**config.mk**
```make
export PLATFORM = sky130hd
export DESIGN_NAME = ni_sequencer
export DESIGN_NICKNAME = d
export VERILOG_FILES = /design/src/rtl/ni_sequencer.sv
export SDC_FILE = /design/constraint.sdc
export NUM_CORES = 1
export LEC_CHECK = 0
export ABC_AREA = 1
export CAP_MARGIN = 20
export CORE_AREA = 2 2 95 51
export CTS_BUF_LIST = sky130_fd_sc_hd__clkbuf_16
export DETAILED_ROUTE_END_ITERATION = 7
export DIE_AREA = 0 0 97 53
export GPL_ROUTABILITY_DRIVEN = 0
export GPL_TIMING_DRIVEN = 0
export SYNTH_ARGS = -nofsm -noshare
export SYNTH_HDL_FRONTEND = slang
export SYNTH_SLANG_ARGS = --single-unit
```
**constraint.sdc**
```tcl
create_clock -name clk -period 1.35 [get_ports clk]
set_input_delay 0.3375 -clock clk [delete_from_list [all_inputs] [get_ports clk]]
set_output_delay 0.3375 -clock clk [all_outputs]
set_load 0.01 [all_outputs]
```
**src/rtl/ni_sequencer.sv**
```systemverilog
// Next-instruction dispatch sequencer: arbitrates traps, halt and interrupts on a
// microcode NI request, otherwise runs the instruction-fetch handshake with a timeout.
module ni_sequencer #(
   parameter int TIMEOUT = 64
) (
   input  logic       clk,
   input  logic       rst,
   input  logic       niREQ,
   input  logic       consTRAPEN,
   input  logic       flagTRAPEN,
   input  logic       flagTRAP1,
   input  logic       flagTRAP2,
   input  logic       cpuRUN,
   input  logic       intrREQ,
   input  logic       memACK,
   input  logic       nxmCLR,
   output logic       fetchREQ,
   output logic [3:0] dispNI,
   output logic       dispVALID,
   output logic       trapCLR,
   output logic       nxmERR,
   output logic       busy
);

   // state | meaning
   // IDLE  | waiting for niREQ; request flags sampled on entry to EVAL
   // EVAL  | one-cycle priority decode of sampled trap/halt/interrupt
   // FETCH | fetchREQ held, waiting for memACK or timeout
   // DONE  | dispVALID strobe, dispNI valid
   typedef enum logic [1:0] {IDLE, EVAL, FETCH, DONE} state_t;

   localparam int CW = $clog2(TIMEOUT + 1);
   localparam logic [CW-1:0] TC = CW'(TIMEOUT - 1);

   state_t state, stateNext;
   logic [CW-1:0] cnt, cntNext;
   logic en, t2, t1, run, intr;
   logic enNext, t2Next, t1Next, runNext, intrNext;
   logic fetchReqNext, dispValidNext, trapClrNext, nxmErrNext;
   logic [3:0] dispNiNext;
   logic [2:0] evalCode;
   logic evalTrap, evalDispatch;

   always_ff @(posedge clk or posedge rst) begin
      if (rst) begin
         state     <= IDLE;
         cnt       <= '0;
         en        <= 1'b0;
         t2        <= 1'b0;
         t1        <= 1'b0;
         run       <= 1'b0;
         intr      <= 1'b0;
         fetchREQ  <= 1'b0;
         dispNI    <= 4'b0000;
         dispVALID <= 1'b0;
         trapCLR   <= 1'b0;
         nxmERR    <= 1'b0;
      end else begin
         state     <= stateNext;
         cnt       <= cntNext;
         en        <= enNext;
         t2        <= t2Next;
         t1        <= t1Next;
         run       <= runNext;
         intr      <= intrNext;
         fetchREQ  <= fetchReqNext;
         dispNI    <= dispNiNext;
         dispVALID <= dispValidNext;
         trapCLR   <= trapClrNext;
         nxmERR    <= nxmErrNext;
      end
   end

   always_comb begin
      evalCode     = 3'o0;
      evalTrap     = 1'b0;
      evalDispatch = 1'b1;
      if (en && t2 && t1) begin
         evalCode = 3'o1;
         evalTrap = 1'b1;
      end else if (en && t2) begin
         evalCode = 3'o2;
         evalTrap = 1'b1;
      end else if (en && t1) begin
         evalCode = 3'o3;
         evalTrap = 1'b1;
      end else if (!run) begin
         evalCode = 3'o5;
      end else if (intr) begin
         evalCode = 3'o6;
      end else begin
         evalDispatch = 1'b0;
      end
   end

   always_comb begin
      stateNext     = state;
      cntNext       = cnt;
      enNext        = en;
      t2Next        = t2;
      t1Next        = t1;
      runNext       = run;
      intrNext      = intr;
      fetchReqNext  = fetchREQ;
      dispNiNext    = dispNI;
      dispValidNext = 1'b0;
      trapClrNext   = 1'b0;
      nxmErrNext    = nxmERR & ~nxmCLR;
      case (state)
         IDLE: begin
            if (niREQ) begin
               enNext    = consTRAPEN & flagTRAPEN;
               t2Next    = flagTRAP2;
               t1Next    = flagTRAP1;
               runNext   = cpuRUN;
               intrNext  = intrREQ;
               stateNext = EVAL;
            end
         end
         EVAL: begin
            if (evalDispatch) begin
               dispNiNext    = {1'b0, evalCode};
               dispValidNext = 1'b1;
               trapClrNext   = evalTrap;
               stateNext     = DONE;
            end else begin
               cntNext      = '0;
               fetchReqNext = 1'b1;
               stateNext    = FETCH;
            end
         end
         FETCH: begin
            // ACK is checked first so an ACK on the terminal cycle is not an NXM
            if (memACK) begin
               dispNiNext    = 4'b1111;
               fetchReqNext  = 1'b0;
               dispValidNext = 1'b1;
               stateNext     = DONE;
            end else if (cnt == TC) begin
               dispNiNext    = 4'b0111;
               nxmErrNext    = 1'b1;
               fetchReqNext  = 1'b0;
               dispValidNext = 1'b1;
               stateNext     = DONE;
            end else begin
               cntNext = cnt + CW'(1);
            end
         end
         DONE: begin
            stateNext = IDLE;
         end
         default: begin
            stateNext = IDLE;
         end
      endcase
   end

   assign busy = (state != IDLE);

endmodule

```
==> results.ini <==
[placement]
io_buffers = 19
place_ws_ns = -0.2523
hpwl_um = 2032

[cells_and_area]
fill_cells = 412
final_core_util_pct = 43.17
nets = 222
multi_input_area_sq_um = 747.0
synthToLayoutAreaGrowth_pct = 47.06
drive_gt1_share_pct = 31.37
antenna_cells = 0
seqCellArea_sq_um = 550.5

[sta]
max_freq_mhz = 712.8
fin_ws_ns = -0.05282
setup_viol = 1
hold_violations = 0
min_period_ns = 1.403
whs_ns = 0.4733
rsz0062_at_grt = yes
finClkSkew_ns = 0.001892
report.final.slew_viol_count = 0
worst_slew_pin_slew_ns = 0.8407
relSlewSlack_pct = 43.89
fin_crit_sh_pct = 103.9
final.setup.tns_ns = -0.05282

[flow_run]
drv_cap = 0

[cts]
htreeDepth = 1
cts_tree = built
cts_hold_buffers = 0
root_buffer = clkbuf_16
cts-buffers-inserted = 3
insertion_delay_ns = 0.25
clockBufferDepth = 2
cts.sinks = 22
path_clk_slew_ns = 0.06

[logic_synthesis]
avgSynthCellArea_sq_um = 7.652
synth_top_family_by_area = simple AND/OR/NAND/NOR gates
synthMuxAreaShare_pct = 2.692
ys_seq_elements = 22
synth_area_leaders = dfrtp_1 44%, nand2_1 20%, ha_1 5.0%
synth-simple-area-share_pct = 38.48
ys_seq_area_share_pct = 43.87
synth_compound_area_share_pct = 3.589
synth_edf_count = 0
syn_nets = 180
synth-xor-area-share_pct = 0.6979
synth_top_area_cell = dfrtp_1
synthMostInstantiatedCell = nand2_1
synth-main-ff-cell = dfrtp_1
yosysWarnings = 0
syn_inst = 164
synth.distinct_cells = 18
synth_top_area_share_pct = 43.87
synthTopCellsByCount = 68 x nand2_1, 22 x dfrtp_1, 13 x nor2_1
async_flop_share_pct = 100.0
synthAdderAreaFrac_pct = 4.985
syn-cell-area_sq_mm = 0.001255

[floorplan]
die_w_um = 97
dieArea_sq_mm = 0.005141
ios = 20
rows = 17
start_util_pct = 29.35
core-area_sq_mm = 0.004275
die_y_um = 53

[worst_setup_path]
slowest_stage = dfrtp_1
critPathMaxFanout = 3
setup.worst_path.end_class = output port
cp_cell_sequence = inv_2, ha_4, inv_2, buf_6
reg2reg_depth = 9
cp.required_ns = 1.01
critPathLaunchType = flop
critPathMaxStageDelay_ns = 0.39
critPathArrivalTime_ns = 1.07
path_class = reg -> out
cpMostUsedCell = inv_2

[hold_path]
worstHoldPathType = reg -> reg
hold_path_depth = 2

[global_routing]
grt_pass1_wl_um = 4830
antenna_found_initial = 0
grt_max_degree = 23
grt_usage_pct = 12.41
globalRouteOverflowTotal = 0
grt_pass1_vias = 895

[detailed_routing]
drtIter0Drc = 39
antenna_left = 0
wl_per_cell_um = 11.54
drc_errors = 0
viasPerCell = 4.165
wirelength_um = 3012
num_vias = 1087
first_pass_iters = 4

[power_and_ir_drop]
p_leak_nw = 0.9275
peakVddDrop_uv = 1158
p_total_mw = 4.060
cellPowerDensity_mw_per_mm2 = 2200

[outcome]
run_status = finished, violations left
violations = negative setup slack

## per-layer routing
metal,vias up,global-route usage (%),part of all wire (%)
met2,28,15.05,36
met4,0,2.817,0.40
met5,-,0,0
met1,462,20.36,58
met3,2,3.303,5.6
li1,595,-,-
## what timing repair did
item,4_1_cts,5_1_grt
pin swaps,9,18
resized for setup,36,12
endpoints found under the setup margin,28,19
setup buffers,10,9
## area by class of cell
type | instances | share of cell area [%]
Inverter | 16 | 3.797
Tap cell | 57 | 3.864
Multi-Input combinational cell | 125 | 40.47
Clock buffer | 3 | 4.068
Timing Repair Buffer | 38 | 17.97
Sequential cell | 22 | 29.83
## stage by stage
step,cells,cell area (sq um)
6_report,261,1846
5_1_grt,261,1846
4_1_cts,253,1739
3_5_place_dp,240,1516
3_3_place_gp,240,1516
2_1_floorplan,164,1255
## final timing paths
kind,start,endpoint,slack [ns]
setup reg to reg,state[1],cnt[0],0.01
min in group asynchronous,rst,dispNI[3],0.56
hold / removal,fetchREQ,fetchREQ,0.47
setup / recovery,state[0],busy,-0.05
hold reg to reg,fetchREQ,fetchREQ,0.47
max in group asynchronous,rst,cnt[4],0.27
## worst max-delay path: cells and delay by family (launching register included)
kind,cells,cell delay (ns)
buffers and inverters,3,0.28
DFF,1,0.39
adders and majority gates,1,0.15
## kinds of logic after synthesis
family / after synthesis
buffers and inverters: 17
flip-flops: 22
multiplexers: 3
AO/OA/AOI/OAI: 8
adder cells (fa/ha/maj): 5
XOR/XNOR: 1
AND/OR/NAND/NOR: 108
## sequential cells by signal, indices dropped and copies added (netlist names)
register,flops
cnt,7
dispNI,4
state,2
dispVALID,1
en,1
fetchREQ,1
intr,1
nxmERR,1
run,1
t1,1
t2,1
trapCLR,1
## placed cells by master, fill, tap and decap left out
master,netlist,final
inv_2,4,6
clkbuf_16,0,3
ha_1,5,1
nor2_2,3,2
nor2_4,2,4
ha_4,0,4
nand2_1,68,62
mux2_2,3,3
xnor2_1,1,1
buf_6,1,3
buf_4,0,17
o211ai_1,2,2
nand2_4,3,6
nand3_1,12,9
clkdlybuf4s50_1,0,10
a21oi_1,3,2
o21ai_0,3,3
nand3_2,0,3
nor2_1,13,12
a21oi_2,0,1
nand2_2,6,9
inv_1,12,8
inv_4,0,1
inv_8,0,1
dfrtp_1,22,22
or2_4,0,1
dlygate4sd2_1,0,8
## where the power goes
| part | internal [mW] | total [mW] | switching (mW) |
|---|---|---|---|
| registers | 0.897 | 1.07 | 0.172 |
| clock network | 0.391 | 0.620 | 0.229 |
| logic | 1.09 | 2.37 | 1.28 |
| total | 2.38 | 4.06 | 1.68 |
Note: power is estimated with default switching activity, not from simulation.
